==> config.mk <==
export PLATFORM = sky130hd
export DESIGN_NAME = fft_seq_ctrl_flat
export DESIGN_NICKNAME = d
export VERILOG_FILES = /design/src/rtl/fft_seq_ctrl_pkg.sv /design/src/rtl/fft_seq_ctrl_if.sv /design/src/rtl/fft_seq_ctrl_dly.sv /design/src/rtl/fft_seq_ctrl.sv /design/src/flat_wrapper.sv
export SDC_FILE = /design/constraint.sdc
export NUM_CORES = 1
export LEC_CHECK = 0
export CORE_UTILIZATION = 50
export DETAILED_ROUTE_END_ITERATION = 8
export GPL_TIMING_DRIVEN = 0
export HOLD_SLACK_MARGIN = 0.08
export PLACE_DENSITY = 0.73
export SLEW_MARGIN = 10
export SYNTH_ARGS = -nofsm -noshare
export SYNTH_HDL_FRONTEND = slang
export SYNTH_HIERARCHICAL = 1
export SYNTH_SLANG_ARGS = --single-unit
==> constraint.sdc <==
create_clock -name clk -period 3.85 [get_ports clk]
set_input_delay 0.77 -clock clk [delete_from_list [all_inputs] [get_ports clk]]
set_output_delay 0.77 -clock clk [all_outputs]
set_load 0.05 [all_outputs]
==> src/rtl/fft_seq_ctrl_pkg.sv <==
// fft_seq_ctrl_pkg: shared types and address helpers for the FFT sequencer.
package fft_seq_ctrl_pkg;
  localparam int MAX_N2 = 12;
  localparam int MAX_BFLY_LAT = 8;
  typedef logic [MAX_N2-1:0] adr_t;
  typedef enum logic [2:0] {S_IDLE, S_LOAD, S_COMPUTE, S_DRAIN, S_UNLOAD} state_t;
  function automatic adr_t bitrev(adr_t x, int n);
    adr_t y = '0;
    for (int i = 0; i < MAX_N2; i++)
      if (i < n) y = y | (((x >> i) & adr_t'(1)) << (n - 1 - i));
    return y;
  endfunction
  function automatic adr_t rotl(adr_t x, int s, int n);
    return ((x << s) | (x >> (n - s))) & ((adr_t'(1) << n) - adr_t'(1));
  endfunction
  // Top s bits of the (n-1)-bit twiddle field.
  function automatic adr_t twmask(int s, int n);
    return ((adr_t'(1) << (n - 1)) - adr_t'(1)) & ~((adr_t'(1) << (n - 1 - s)) - adr_t'(1));
  endfunction
endpackage

==> src/rtl/fft_seq_ctrl_if.sv <==
// fft_seq_ctrl_if: stream handshakes plus RAM/ROM control bundle of the FFT sequencer.
interface fft_seq_ctrl_if #(parameter int N_2 = 11);
  logic start, inverse, in_valid, in_ready, out_valid, out_ready;
  logic we0, we1, wsel_load, rdsel, twid_conj, busy, done;
  logic [N_2-1:0] rd_adra, rd_adrb, wr_adra, wr_adrb;
  logic [N_2-2:0] twiddleadr;
  modport master (
    input start, inverse, in_valid, out_ready,
    output in_ready, out_valid, we0, we1, wsel_load, rdsel, twid_conj, busy, done,
    output rd_adra, rd_adrb, wr_adra, wr_adrb, twiddleadr
  );
  modport slave (
    output start, inverse, in_valid, out_ready,
    input in_ready, out_valid, we0, we1, wsel_load, rdsel, twid_conj, busy, done,
    input rd_adra, rd_adrb, wr_adra, wr_adrb, twiddleadr
  );
endinterface

==> src/rtl/fft_seq_ctrl_dly.sv <==
// fft_seq_ctrl_dly: fixed-depth shift register aligning butterfly writes with their reads.
module fft_seq_ctrl_dly #(parameter int W = 8, parameter int LAT = 2) (
  input  logic         clk,
  input  logic         rst,
  input  logic [W-1:0] i_d,
  output logic [W-1:0] o_d
);
  logic [W-1:0] r_sr [LAT];
  always_ff @(posedge clk or posedge rst)
    if (rst) for (int i = 0; i < LAT; i++) r_sr[i] <= '0;
    else begin
      r_sr[0] <= i_d;
      for (int i = 1; i < LAT; i++) r_sr[i] <= r_sr[i-1];
    end
  assign o_d = r_sr[LAT-1];
endmodule

==> src/rtl/fft_seq_ctrl.sv <==
// fft_seq_ctrl: load/compute/drain/unload sequencer for an in-place radix-2 DIT FFT.
module fft_seq_ctrl import fft_seq_ctrl_pkg::*; #(
  parameter int N_2 = 11,
  parameter int BFLY_LAT = 2
) (
  input logic clk,
  input logic reset,
  fft_seq_ctrl_if.master bus
);
  localparam int N = 1 << N_2;
  localparam int JW = N_2 - 1;
  localparam int DCW = $clog2(MAX_BFLY_LAT);
  state_t r_state;
  logic [N_2-1:0] r_cnt, r_oc;
  logic [JW-1:0] r_j;
  logic [3:0] r_s;
  logic [DCW-1:0] r_dcnt;
  logic r_conj, r_ov;
  logic w_issue, w_xfer_in, w_xfer_out, w_last_out, w_dv, w_dbank;
  logic [N_2-1:0] w_adra, w_adrb, w_dadra, w_dadrb;
  assign w_issue = r_state == S_COMPUTE;
  assign w_xfer_in = r_state == S_LOAD && bus.in_valid;
  assign w_xfer_out = r_state == S_UNLOAD && r_ov && bus.out_ready;
  assign w_last_out = w_xfer_out && r_oc == N_2'(N - 1);
  assign w_adra = w_issue ? N_2'(rotl(adr_t'({r_j, 1'b0}), int'(r_s), N_2)) : '0;
  assign w_adrb = w_issue ? N_2'(rotl(adr_t'({r_j, 1'b1}), int'(r_s), N_2)) : '0;
  fft_seq_ctrl_dly #(.W(2 + 2 * N_2), .LAT(BFLY_LAT)) u_dly (
    .clk(clk),
    .rst(reset),
    .i_d({w_issue, r_s[0], w_adra, w_adrb}),
    .o_d({w_dv, w_dbank, w_dadra, w_dadrb})
  );
  always_comb begin
    bus.in_ready = r_state == S_LOAD;
    bus.wsel_load = r_state == S_LOAD;
    bus.we0 = w_xfer_in || (w_dv && w_dbank);
    bus.we1 = w_dv && !w_dbank;
    bus.wr_adra = r_state == S_LOAD ? N_2'(bitrev(adr_t'(r_cnt), N_2)) : w_dadra;
    bus.wr_adrb = w_dadrb;
    bus.rd_adra = r_state == S_UNLOAD ? r_oc + N_2'(w_xfer_out) : w_adra;
    bus.rd_adrb = w_adrb;
    bus.rdsel = r_state == S_UNLOAD ? 1'(N_2 % 2) : (w_issue || r_state == S_DRAIN) && r_s[0];
    bus.twiddleadr = w_issue ? JW'(adr_t'(r_j) & twmask(int'(r_s), N_2)) : '0;
    bus.twid_conj = r_conj;
    bus.busy = r_state != S_IDLE;
    bus.out_valid = r_ov;
    bus.done = w_last_out;
  end
  always_ff @(posedge clk or posedge reset)
    if (reset) begin
      r_state <= S_IDLE;
      r_cnt <= '0;
      r_oc <= '0;
      r_j <= '0;
      r_s <= '0;
      r_dcnt <= '0;
      r_conj <= 1'b0;
      r_ov <= 1'b0;
    end else begin
      case (r_state)
        S_IDLE: if (bus.start) begin
          r_state <= S_LOAD;
          r_conj <= bus.inverse;
          r_cnt <= '0;
        end
        S_LOAD: if (w_xfer_in) begin
          r_cnt <= r_cnt == N_2'(N - 1) ? '0 : r_cnt + 1'b1;
          if (r_cnt == N_2'(N - 1)) begin
            r_state <= S_COMPUTE;
            r_s <= '0;
            r_j <= '0;
          end
        end
        S_COMPUTE: begin
          r_j <= r_j == JW'(N / 2 - 1) ? '0 : r_j + 1'b1;
          if (r_j == JW'(N / 2 - 1)) begin
            r_state <= S_DRAIN;
            r_dcnt <= '0;
          end
        end
        // Drain lets the last BFLY_LAT writes land before the next stage reads.
        S_DRAIN: begin
          r_dcnt <= r_dcnt + 1'b1;
          if (r_dcnt == DCW'(BFLY_LAT - 1)) begin
            r_dcnt <= '0;
            if (r_s == 4'(N_2 - 1)) begin
              r_state <= S_UNLOAD;
              r_oc <= '0;
              r_ov <= 1'b0;
            end else begin
              r_s <= r_s + 1'b1;
              r_state <= S_COMPUTE;
            end
          end
        end
        S_UNLOAD: begin
          r_ov <= 1'b1;
          if (w_xfer_out) r_oc <= r_oc + 1'b1;
          if (w_last_out) begin
            r_state <= S_IDLE;
            r_ov <= 1'b0;
            r_oc <= '0;
            r_s <= '0;
            r_conj <= 1'b0;
          end
        end
        default: r_state <= S_IDLE;
      endcase
    end
endmodule

==> src/flat_wrapper.sv <==
// flat-port wrapper written by rule: the top's interface ports become plain ports
module fft_seq_ctrl_flat import fft_seq_ctrl_pkg::*;
#(
  parameter int N_2 = 11,
  parameter int BFLY_LAT = 2
)
  (clk, reset, bus_start, bus_inverse, bus_in_valid, bus_out_ready, bus_in_ready, bus_out_valid, bus_we0, bus_we1, bus_wsel_load, bus_rdsel, bus_twid_conj, bus_busy, bus_done, bus_rd_adra, bus_rd_adrb, bus_wr_adra, bus_wr_adrb, bus_twiddleadr);
  fft_seq_ctrl_if #(.N_2(N_2)) bus_i ();
  input logic clk;
  input logic reset;
  input wire logic [$bits(bus_i.start)-1:0] bus_start;
  input wire logic [$bits(bus_i.inverse)-1:0] bus_inverse;
  input wire logic [$bits(bus_i.in_valid)-1:0] bus_in_valid;
  input wire logic [$bits(bus_i.out_ready)-1:0] bus_out_ready;
  output wire logic [$bits(bus_i.in_ready)-1:0] bus_in_ready;
  output wire logic [$bits(bus_i.out_valid)-1:0] bus_out_valid;
  output wire logic [$bits(bus_i.we0)-1:0] bus_we0;
  output wire logic [$bits(bus_i.we1)-1:0] bus_we1;
  output wire logic [$bits(bus_i.wsel_load)-1:0] bus_wsel_load;
  output wire logic [$bits(bus_i.rdsel)-1:0] bus_rdsel;
  output wire logic [$bits(bus_i.twid_conj)-1:0] bus_twid_conj;
  output wire logic [$bits(bus_i.busy)-1:0] bus_busy;
  output wire logic [$bits(bus_i.done)-1:0] bus_done;
  output wire logic [$bits(bus_i.rd_adra)-1:0] bus_rd_adra;
  output wire logic [$bits(bus_i.rd_adrb)-1:0] bus_rd_adrb;
  output wire logic [$bits(bus_i.wr_adra)-1:0] bus_wr_adra;
  output wire logic [$bits(bus_i.wr_adrb)-1:0] bus_wr_adrb;
  output wire logic [$bits(bus_i.twiddleadr)-1:0] bus_twiddleadr;
  assign bus_i.start = bus_start;
  assign bus_i.inverse = bus_inverse;
  assign bus_i.in_valid = bus_in_valid;
  assign bus_i.out_ready = bus_out_ready;
  assign bus_in_ready = bus_i.in_ready;
  assign bus_out_valid = bus_i.out_valid;
  assign bus_we0 = bus_i.we0;
  assign bus_we1 = bus_i.we1;
  assign bus_wsel_load = bus_i.wsel_load;
  assign bus_rdsel = bus_i.rdsel;
  assign bus_twid_conj = bus_i.twid_conj;
  assign bus_busy = bus_i.busy;
  assign bus_done = bus_i.done;
  assign bus_rd_adra = bus_i.rd_adra;
  assign bus_rd_adrb = bus_i.rd_adrb;
  assign bus_wr_adra = bus_i.wr_adra;
  assign bus_wr_adrb = bus_i.wr_adrb;
  assign bus_twiddleadr = bus_i.twiddleadr;
  fft_seq_ctrl #(.N_2(N_2), .BFLY_LAT(BFLY_LAT)) u_core (.clk(clk), .reset(reset), .bus(bus_i));
endmodule
== Word-level counts from Yosys, hierarchy flattened ==
Index checks and enable logic that the tools add are counted.

* Output and inout port bits: 63
* Register bits after elaboration: 92

* Reduce and logical (&&, ||, !) cells: 26
* Equality and inequality tests: 18
* Bitwise operators: 14
* Shift operators: 5
* Muxes and demuxes: 43
* Add/subtract/negate cells: 9

{| class="wikitable"
|+ Operator list
! cell !! count
|-
| $mux 11 || 11
|-
| $shr 11x32->11 || 2
|-
| $pmux 11 s2 || 2
|-
| $mux 10 || 4
|-
| $shl 1x32->10 const A || 1
|-
| $mux 3 || 9
|-
| $add 11x1->11 const B || 2
|-
| $eq 11x11->1 const B || 2
|-
| $or 11x11->11 || 2
|-
| $shl 11x4->11 || 2
|-
| $mux 4 || 5
|-
| $pmux 10 s2 || 1
|-
| $pmux 3 s5 || 1
|-
| $ne 2x2->1 const B || 6
|-
| $pmux 4 s3 || 1
|-
| $reduce_and 3->1 || 4
|-
| $reduce_and 6->1 || 2
|-
| $add 11x1->11 || 1
|-
| $or 11x1->11 || 1
|-
| $or 11x10->11 || 1
|-
| $or 11x2->11 || 1
|-
| $or 11x3->11 || 1
|-
| $or 11x4->11 || 1
|-
| $or 11x5->11 || 1
|-
| other kinds (29) || 51
|}

== Logic depth before layout (Yosys ltp) ==
* Word-level depth: 11
* Depth in mapped cells: 12
* Depth with buffers taken out: 10

== By module ==
Netlist, hierarchy kept.

{| class="wikitable"
|+ Modules (own cells, without submodules)
! module !! times used !! cells each !! sequential area each (µm²) !! area each (µm²)
|-
| fft_seq_ctrl || 1 || 563 || 1,101.1 || 4,284.1
|-
| fft_seq_ctrl_dly || 1 || 73 || 1,201.2 || 1,385.1
|}

== Worst setup path before layout ==
OpenSTA, ideal clock, no wires.

* Path type: register to output
* Start: reg u_core.r_s[2]
* End: out bus_rd_adra[0]
* Setup slack: 43 ps
* Arrival: 3,037 ps
* Cell stages (with the launch flop): 11
* Required time: 3,080 ps
* Path through: dfrtp_1 -> buf_2 -> clkinv_1 -> clkbuf_1 -> ha_1 -> clkbuf_1 -> nor2_2 -> nand2_1 -> nand2_1 -> nand2_1 -> o31ai_1

* Cells in the longest elaborated chain, start to end: 5
* Elaborated cells between the ends (all ways): 6
* Classes of those cells: add/sub: 1; shift: 2; mux: 2; bitwise: 1

{| class="wikitable"
|+ Ends and longest elaborated chain
! element !! RTL line !! source
|-
| start, declared || fft_seq_ctrl.sv:16 || <nowiki>logic [3:0] r_s;</nowiki>
|-
| start signal, assigned || fft_seq_ctrl.sv:91 || <nowiki>r_s <= r_s + 1'b1;</nowiki>
|-
| $sub 4x4->5 || fft_seq_ctrl_pkg.sv:14 || <nowiki>return ((x << s) | (x >> (n - s))) & ((adr_t'(1) << n) - adr_t'(1));</nowiki>
|-
| $shr 11x32->11 || fft_seq_ctrl_pkg.sv:14 ||
|-
| $or 11x11->11 (*) || fft_seq_ctrl_pkg.sv:14 ||
|-
| $mux 11 (*) || fft_seq_ctrl.sv:25 || <nowiki>assign w_adra = w_issue ? N_2'(rotl(adr_t'({r_j, 1'b0}), int'(r_s), N_2)) : '0;</nowiki>
|-
| $mux 11 (*) || fft_seq_ctrl.sv:40 || <nowiki>bus.rd_adra = r_state == S_UNLOAD ? r_oc + N_2'(w_xfer_out) : w_adra;</nowiki>
|-
| end, declared || flat_wrapper.sv:24 || <nowiki>output wire logic [$bits(bus_i.rd_adra)-1:0] bus_rd_adra;</nowiki>
|}

Mark *: on every way between the ends. The rest lies on a longest branch, timed or not.

== Worst setup path in the final report ==
* Start: reg u_core.r_state[2]
* End: out bus_twiddleadr[0]

* Cells in the longest elaborated chain, start to end: 2

{| class="wikitable"
|+ Ends and longest elaborated chain
! element !! RTL line !! source
|-
| start, declared || fft_seq_ctrl.sv:13 || <nowiki>state_t r_state;</nowiki>
|-
| start signal, assigned || fft_seq_ctrl.sv:51 || <nowiki>r_state <= S_IDLE;</nowiki>
|-
| start signal, assigned || fft_seq_ctrl.sv:62 || <nowiki>r_state <= S_LOAD;</nowiki>
|-
| start signal, assigned || fft_seq_ctrl.sv:69 || <nowiki>r_state <= S_COMPUTE;</nowiki>
|-
| $eq 3x2->1 || fft_seq_ctrl.sv:21 || <nowiki>assign w_issue = r_state == S_COMPUTE;</nowiki>
|-
| $mux 10 || fft_seq_ctrl.sv:43 || <nowiki>bus.twiddleadr = w_issue ? JW'(adr_t'(r_j) & twmask(int'(r_s), N_2)) : '0;</nowiki>
|-
| end, declared || flat_wrapper.sv:28 || <nowiki>output wire logic [$bits(bus_i.twiddleadr)-1:0] bus_twiddleadr;</nowiki>
|}

No other way between the ends.

==> impl_summary.log <==
[metrics] total congestion overflow after global routing: 0
[metrics] setup clock skew after layout: 0.008877 ns
[metrics] port bufs: just under 70
[metrics] post-CTS repair timing setup buffer count: 0
[metrics] final RePlAce weighted congestion: 0.9556
[metrics] net count of the finished layout: around 730
[metrics] DRT Wirelength: 16160 um
[metrics] final count of hold timing violations: 0
[metrics] number of filler cells placed in the layout: ~950
[metrics] hold path startpoint: u_core/u_dly/r_sr[47]
[metrics] Num CTS Buffers: 9
[metrics] kind of end point of the critical path: output pin
[metrics] highest-count cells in the layout ignoring fill and taps: 95 x sky130_fd_sc_hd__nand2_1, 92 x sky130_fd_sc_hd__dfrtp_1, 46 x sky130_fd_sc_hd__nor2_1
[metrics] largest net degree at the start of global routing: 43
[metrics] Starting Density: 0.5184
[metrics] flops & latches, synth: 92
[metrics] critical-path maximum fanout: 10
[metrics] worst hold path class: reg -> reg
[metrics] upper clock frequency limit: 267.4 MHz
[metrics] depth of the worst register-to-register path: 8
[metrics] Site Rows: 38
[metrics] measured slew at the worst slew-check pin: roughly 0.73 ns
[metrics] number of nets still failing antenna checks after routing: 0
[metrics] vias: 5268
[metrics] fraction of synthesis flops using an asynchronous set or reset pin: 1.000
[metrics] hold-critical path endpoint: u_core/u_dly/o_d[23]
[metrics] most used flip-flop cell after synthesis: sky130_fd_sc_hd__dfrtp_1
[metrics] number of max-slew violations in the final report: 0
[metrics] H-Tree Level Count: 3
[metrics] IO Count: 69
[metrics] Worst Path Required: 3.08 ns
[metrics] data arrival time of the critical path: between 2 and 3 ns
[metrics] TritonCTS clock tree: yes
[metrics] shortest period the worst path allows: between 3 and 4 ns
[metrics] Vias per Instance: between 6 and 7
[metrics] number of synthesized flops with an enable pin: 0
[metrics] setup repair after global routing missed its margin: false
[metrics] Synth Instances: between 600 and 700
[metrics] layout cell share with drive strength beyond 1: 0.1892
[metrics] clock-pin slew reported for the worst setup and hold paths after clock tree synthesis: roughly 0.07 ns
[metrics] total negative slack for setup checks: 0 ns
[metrics] synthesized area divided by synthesized cell count: roughly 9 um2
[metrics] power density normalized to cell area: between 700 and 800 mW/mm2
[metrics] reg-to-reg startpoint: u_core/r_s[0]
[metrics] endpoint of the worst-slack reg-to-reg timing path: u_core/r_oc[9]
[metrics] chip height: ~110 um
[metrics] leading cell type in the layout, fill and taps excluded: sky130_fd_sc_hd__nand2_1
[metrics] total standard cell area after synthesis: 0.005669 mm2
[metrics] antenna diode count: 0
[metrics] clock sink count: a little over 90
[metrics] Max VDD drop: 0.5421 mV
[metrics] Longest Clk Path Bufs: 2
[metrics] synthesis-to-layout area growth: 21.74%
[metrics] met2 routed WL: ~7600 um
[metrics] count of hold buffers inserted by post-cts repair: 0
[metrics] count of final setup violators: 0
[metrics] headroom to the max-slew limit: 0.5079
[metrics] sequential element share of the synthesized area: 0.4061
[metrics] # Max-Cap Violations: 0
[metrics] placeable core region: 0.01094 mm2
[metrics] final worst path period share: 0.9713
[metrics] clock root buffer: sky130_fd_sc_hd__clkbuf_16
[metrics] synthesized net count: between 600 and 700
[metrics] residual DRC count: 0
[metrics] die outline area: ~0.012 mm2
[metrics] initial drt markers: roughly 480
[metrics] GR Util All Layers: 0.2880
[metrics] horizontal extent of the die: between 100 and 150 um
[metrics] run status: finished, final reports clean
[metrics] count of distinct cell types in the synthesized netlist: 80
[metrics] warnings from Yosys: 6
[metrics] Min-Delay Path Depth: 0
[metrics] wire length on met3: 1228 um
[metrics] HPWL after detailed placement: 11910 um
[metrics] final routed wire length divided by cell count: 18.81 um
[metrics] CP Launch Type: flop
[metrics] post-route met1 wirelength: 6916 um
[metrics] Leak: between 0.003 and 0.004 uW
[metrics] classification of the worst setup path: reg -> out
[metrics] number of antenna violations at the first check in global routing: 0
[metrics] number of global-route vias before repair: 4808
[metrics] R2R setup slack: between 1 and 1.5 ns
[metrics] topmost layer with routed signal wires: met4
[metrics] drt pass-1 iters: 5
[metrics] end-of-flow core utilization: 0.6311
[metrics] later-pin clock latency in the skew report: 0.34 ns
[metrics] first-pass GRT wire length: roughly 26000 um
==> metal layers <==
metal	vias to the layer above	global-route usage
met5	-	0
met4	0	0.1168
met3	26	0.03858
met2	264	0.4503
met1	2583	0.4037
li1	2395	-
==> state kept, by name, indices dropped and copies added (netlist names) <==
signal,flops
u_core/bus.twid_conj,1
u_core/bus.out_valid,1
u_core/u_dly/o_d,24
u_core/r_cnt,11
u_core/r_state,3
u_core/r_s,4
u_core/r_oc,11
u_core/u_dly/r_sr,24
u_core/r_j,10
u_core/r_dcnt,3
==> repair_timing <==
| action | in CTS | in global routing |
|---|---|---|
| resized for setup | 77 | 39 |
| endpoints found under the setup margin | 32 | 38 |
| pin swaps | 0 | 1 |
==> Yosys cell counts (6+ instances only) <==
| library cell | count | area share |
|---|---|---|
| sky130_fd_sc_hd__mux4_2 | 7 | 0.028 |
| sky130_fd_sc_hd__buf_4 | 31 | 0.041 |
| sky130_fd_sc_hd__nor2_1 | 46 | 0.030 |
| sky130_fd_sc_hd__and3_1 | 15 | 0.017 |
| sky130_fd_sc_hd__ha_1 | 11 | 0.024 |
| sky130_fd_sc_hd__a22o_1 | 6 | 0.0093 |
| sky130_fd_sc_hd__a21oi_1 | 34 | 0.030 |
| sky130_fd_sc_hd__mux2i_1 | 11 | 0.019 |
| sky130_fd_sc_hd__nand2_1 | 96 | 0.064 |
| sky130_fd_sc_hd__inv_1 | 13 | 0.0086 |
| sky130_fd_sc_hd__nor3_1 | 15 | 0.013 |
| sky130_fd_sc_hd__a31oi_1 | 11 | 0.012 |
| sky130_fd_sc_hd__buf_2 | 15 | 0.013 |
| sky130_fd_sc_hd__a21o_1 | 11 | 0.015 |
| sky130_fd_sc_hd__clkbuf_1 | 21 | 0.014 |
| sky130_fd_sc_hd__o41ai_1 | 6 | 0.0093 |
| sky130_fd_sc_hd__dfrtp_1 | 92 | 0.41 |
| sky130_fd_sc_hd__xor2_1 | 8 | 0.012 |
| sky130_fd_sc_hd__xnor2_1 | 7 | 0.011 |
| sky130_fd_sc_hd__nand2b_1 | 7 | 0.0077 |
| sky130_fd_sc_hd__o21ai_0 | 43 | 0.038 |
| sky130_fd_sc_hd__nand3_1 | 29 | 0.026 |
==> critical path, stage by stage (launching register included) <==
cell and delay (ns):
sky130_fd_sc_hd__dfrtp_1 0.38, sky130_fd_sc_hd__nand2b_1 0.19, sky130_fd_sc_hd__or2_1 0.23, sky130_fd_sc_hd__clkbuf_1 0.17, sky130_fd_sc_hd__clkbuf_1 0.31, sky130_fd_sc_hd__buf_2 0.30
sky130_fd_sc_hd__nor3_1 0.20, sky130_fd_sc_hd__clkdlybuf4s50_1 0.84
==> where the power goes <==
| part | switching, uW | internal, uW | leakage, uW |
|---|---|---|---|
| clock | 410 | 470 | 0.000140 |
| combinational | 1840 | 887 | 0.00199 |
| sequential | 90.9 | 1160 | 0.00125 |
==> cell families after synthesis <==
| family | after synthesis | share of synthesized area |
|---|---|---|
| compound gates | 152 | 0.1774 |
| xor+xnor | 15 | 0.02317 |
| fa+ha+maj | 11 | 0.02428 |
| buf+inv | 86 | 0.08100 |
| flops | 92 | 0.4061 |
| mux | 22 | 0.05518 |
| simple gates | 258 | 0.2328 |
==> layout make-up <==
cell class | count | area, um2 | share of cell area
Sequential cell | 92 | 2302 | 0.3336
Inverter | 16 | 63.81 | 0.009246
Tap cell | 140 | 175.2 | 0.02538
Clock buffer | 10 | 239.0 | 0.03463
Buffer | 67 | 416.7 | 0.06037
Multi-Input combinational cell | 458 | 2963 | 0.4293
Clock inverter | 6 | 55.05 | 0.007977
Timing Repair Buffer | 70 | 686.9 | 0.09953
==> metrics by stage <==
step / power (uW) / cells / worst slack (ns) / hold WS, ns / instance area (um2)
floorplan: 3153 / 636 / 0.04259 / 0.3312 / 5669
global placement: 3901 / 844 / -0.8684 / 0.3326 / 6525
detailed placement: 3952 / 846 / -0.8715 / 0.3347 / 6573
CTS: 4805 / 860 / 0.001404 / 0.3509 / 6870
global route: 5088 / 859 / 0.002468 / 0.3558 / 6902
finish: 4857 / 859 / 0.1106 / 0.3480 / 6902
==> worst max-delay path by stage <==
stage | start | to | slack [ns] | cells past startpoint
2_1_floorplan | u_core/r_s[2] | bus_rd_adra[0] | 0.04 | 10
3_3_place_gp | u_core/r_s[2] | bus_rd_adra[9] | -0.87 | 11
3_5_place_dp | u_core/r_s[2] | bus_rd_adra[9] | -0.87 | 11
4_1_cts | u_core/r_s[2] | bus_rd_adra[10] | 0.001 | 10
5_1_grt | u_core/r_s[0] | bus_twiddleadr[6] | 0.002 | 12
6_report | u_core/r_state[2] | bus_twiddleadr[0] | 0.11 | 7
Power figures use the tool's default switching activity.
==> RTL edit, RTL diff (config.mk and constraints unchanged) <==
Re-encode `state_t` (5 states) as one-hot, 5 bits wide.
--- a/src/rtl/fft_seq_ctrl_pkg.sv
+++ b/src/rtl/fft_seq_ctrl_pkg.sv
@@ -4,5 +4,5 @@
   localparam int MAX_BFLY_LAT = 8;
   typedef logic [MAX_N2-1:0] adr_t;
-  typedef enum logic [2:0] {S_IDLE, S_LOAD, S_COMPUTE, S_DRAIN, S_UNLOAD} state_t;
+  typedef enum logic [4:0] {S_IDLE = 5'b00001, S_LOAD = 5'b00010, S_COMPUTE = 5'b00100, S_DRAIN = 5'b01000, S_UNLOAD = 5'b10000} state_t;
   function automatic adr_t bitrev(adr_t x, int n);
     adr_t y = '0;
Check against the original RTL: same outputs for any inputs over 10 cycles, from zero or initial values and one cycle with reset high; not proved beyond that.
==> RTL edit against the original RTL <==
Sequential cell count is 2 higher. Setup slack better by 0.0091 ns. First-iteration DRC count shrank 19%. Clock power rose by 17%. Cell area grew 1.5%. Area after synthesis fell by 0.29%. Routed wire length is 0.53% lower. Power decreased by 17%. Clock skew down 0.0047 ns. Largest cell class unchanged. Largest power group unchanged.
==> RTL edit: results (changes against the original RTL) <==
| Metric | Value |
|---|---|
| Top post-synthesis cells by count | nand2_1, dfrtp_1, nor2_1, o21ai_0, a21oi_1 |
| Worst vdd ir | 340.8 uV (-37%) |
| Setup Skew | 0.004227 ns (-0.004651 ns) |
| Root buf cell | clkbuf_16 |
| Largest net degree at the start of global routing | 42 (-2.3%) |
| CTS clk-pin slew, worst paths | 0.07 ns (about the same) |
| Hold crit path type | flop to flop |
| CP max stage delay | 0.55 ns (-0.29 ns) |
| ANT cells | 0 (unchanged) |
| Vias per Instance | 5.970 (-2.7%) |
| Reg2Reg Launch Point | u_core/r_s[0]$_DFFE_PP0P_ |
| Worst Setup SP | u_core/r_s[2]$_DFFE_PP0P_ |
| H-tree depth | 3 (unchanged) |
| Mapped Nets | 656 (+0.46%) |
| First-pass GRT wire length | 25,400 um (-1.0%) |
| Static leakage | 0.003331 uW (-1.2%) |
| Fill count | 932 (-1.8%) |
| Worst Path Arrival | 2.96 ns (about the same) |
| Layout cells sized above 1 | 19.51% (+0.59 points) |
| CP max-delay cell | clkdlybuf4s15_1 |
| Antenna violations before repair | 0 (unchanged) |
| Maximum clock path buffer count | 2 (unchanged) |
| Final Net Count | 740 (+1.2%) |
| Synth warn | 6 (unchanged) |
| Min-delay src | u_core/u_dly/r_sr[31]$_DFF_PP0_ |
| GP Congestion | 0.9231 (-3.4%) |
| CP max FO | 10 (unchanged) |
| I/O Buffers | 68 (unchanged) |
| Tot GR Track Use | 28.87% (+0.067 points) |
| Worst slew pin tran | 0.7468 ns (+0.01420 ns) |
| Post-DP Area | 6549 sq um (-0.36%) |
| Vias in the first global route | 4,949 (+2.9%) |
| Post-DP HPWL | 11,720 um (-1.6%) |
| Pre-antenna DRT Iters | 5 (unchanged) |
| Most area-consuming cells after synthesis | dfrtp_1, nand2_1, o21ai_0 |
| Final WL | 16,080 um (-0.53%) |
| Status | finished, final reports clean |
| Worst-skew pair later-pin latency | 0.35 ns |
| Sequential share of the synthesized area | 41.63% (+1.0 points) |
| Total CTS buffers | 9 (unchanged) |
| Post-synthesis async set-or-reset flop share | 100.0% (unchanged) |
| DR iter-0 viols | 392 (-19%) |
| Unique masters post-synth | 70 (-13%) |
RTL edit: changes by cell type after synthesis, moves of 6 or more:
cell     delta
a21o_1      -6
a31oi_1     -6
buf_4       -6
nand3_1     -6
nand4_1     +6
o22ai_1     +8
xnor2_1     +7
xor2_1      -6
RTL edit: cell families after synthesis:
logic type | count (synthesis) | synth area share (%)
xor gates and xnor gates | 16 | 2.479
and+or+nand+nor | 259 | 22.36
muxes | 24 | 6.087
adders and majority gates | 11 | 2.435
AOI/OAI and AO/OA | 148 | 17.07
buffers and inverters | 87 | 7.946
DFF | 94 | 41.63
RTL edit: final cells by class:
cell class / count / area share (%)
Inverter: 19 / 1.019
Sequential cell: 94 / 33.61
Timing Repair Buffer: 74 / 10.10
Clock buffer: 9 / 3.217
Tap cell: 140 / 2.502
Buffer: 67 / 5.897
Multi-Input combinational cell: 458 / 41.94
Clock inverter: 7 / 1.716
RTL edit: report_power, final:
group          internal, uW  switching, uW
Sequential             1120            107
Combinational           656           1100
Clock                   638            395
RTL edit: per-layer routing:
layer	up-vias	global-route usage, %	wire, um
met1	2535	37.07	6960
li1	2414	-	-
met4	0	9.073	299
met2	201	48.23	7896
met5	-	0	0
met3	32	6.751	919
RTL edit: metrics by stage:
| step | hold WS (ns) | util (%) | TNS, ns | std cells | setup slack, ns |
|---|---|---|---|---|---|
| floorplan | 0.3312 | - | -1.291 | 639 | -0.4333 |
| global placement | 0.3319 | 59.52 | -9.832 | 847 | -0.7898 |
| detailed placement | 0.3347 | 59.89 | -9.947 | 849 | -0.7928 |
| CTS | 0.3493 | 63.09 | 0 | 865 | 0.007432 |
| global route | 0.3534 | 64.03 | 0 | 868 | 0.004700 |
| finish | 0.3488 | 64.03 | 0 | 868 | 0.1196 |
RTL edit: worst paths after layout:
check	endpoint	slack, ns	depth (start not counted)
setup / recovery	bus_rd_adrb[4]	0.12	9
hold / removal	u_core/u_dly/o_d[7]$_DFF_PP0_	0.35	0
setup reg to reg	u_core/r_oc[3]$_DFFE_PP0P_	1.17	9
hold reg to reg	u_core/u_dly/o_d[7]$_DFF_PP0_	0.35	0
max in group asynchronous	u_core/r_state[0]$_DFFE_PP1P_	2.53	3
min in group asynchronous	u_core/u_dly/o_d[12]$_DFF_PP0_	0.70	2
RTL edit: repair_timing:
action,in CTS,in global routing
setup buffers,1,3
hold endpoints to repair,0,0
gates resized for setup,88,57
pin swaps,0,2
setup endpoints to repair,42,34
RTL edit: critical path, delay by kind of cell (launching register included):
family                     cells  cell delay (ns)
AOI/OAI and AO/OA              2             0.49
adders and majority gates      1             0.27
buffers and inverters          4             0.99
DFF                            1             0.40
and+or+nand+nor                2             0.46
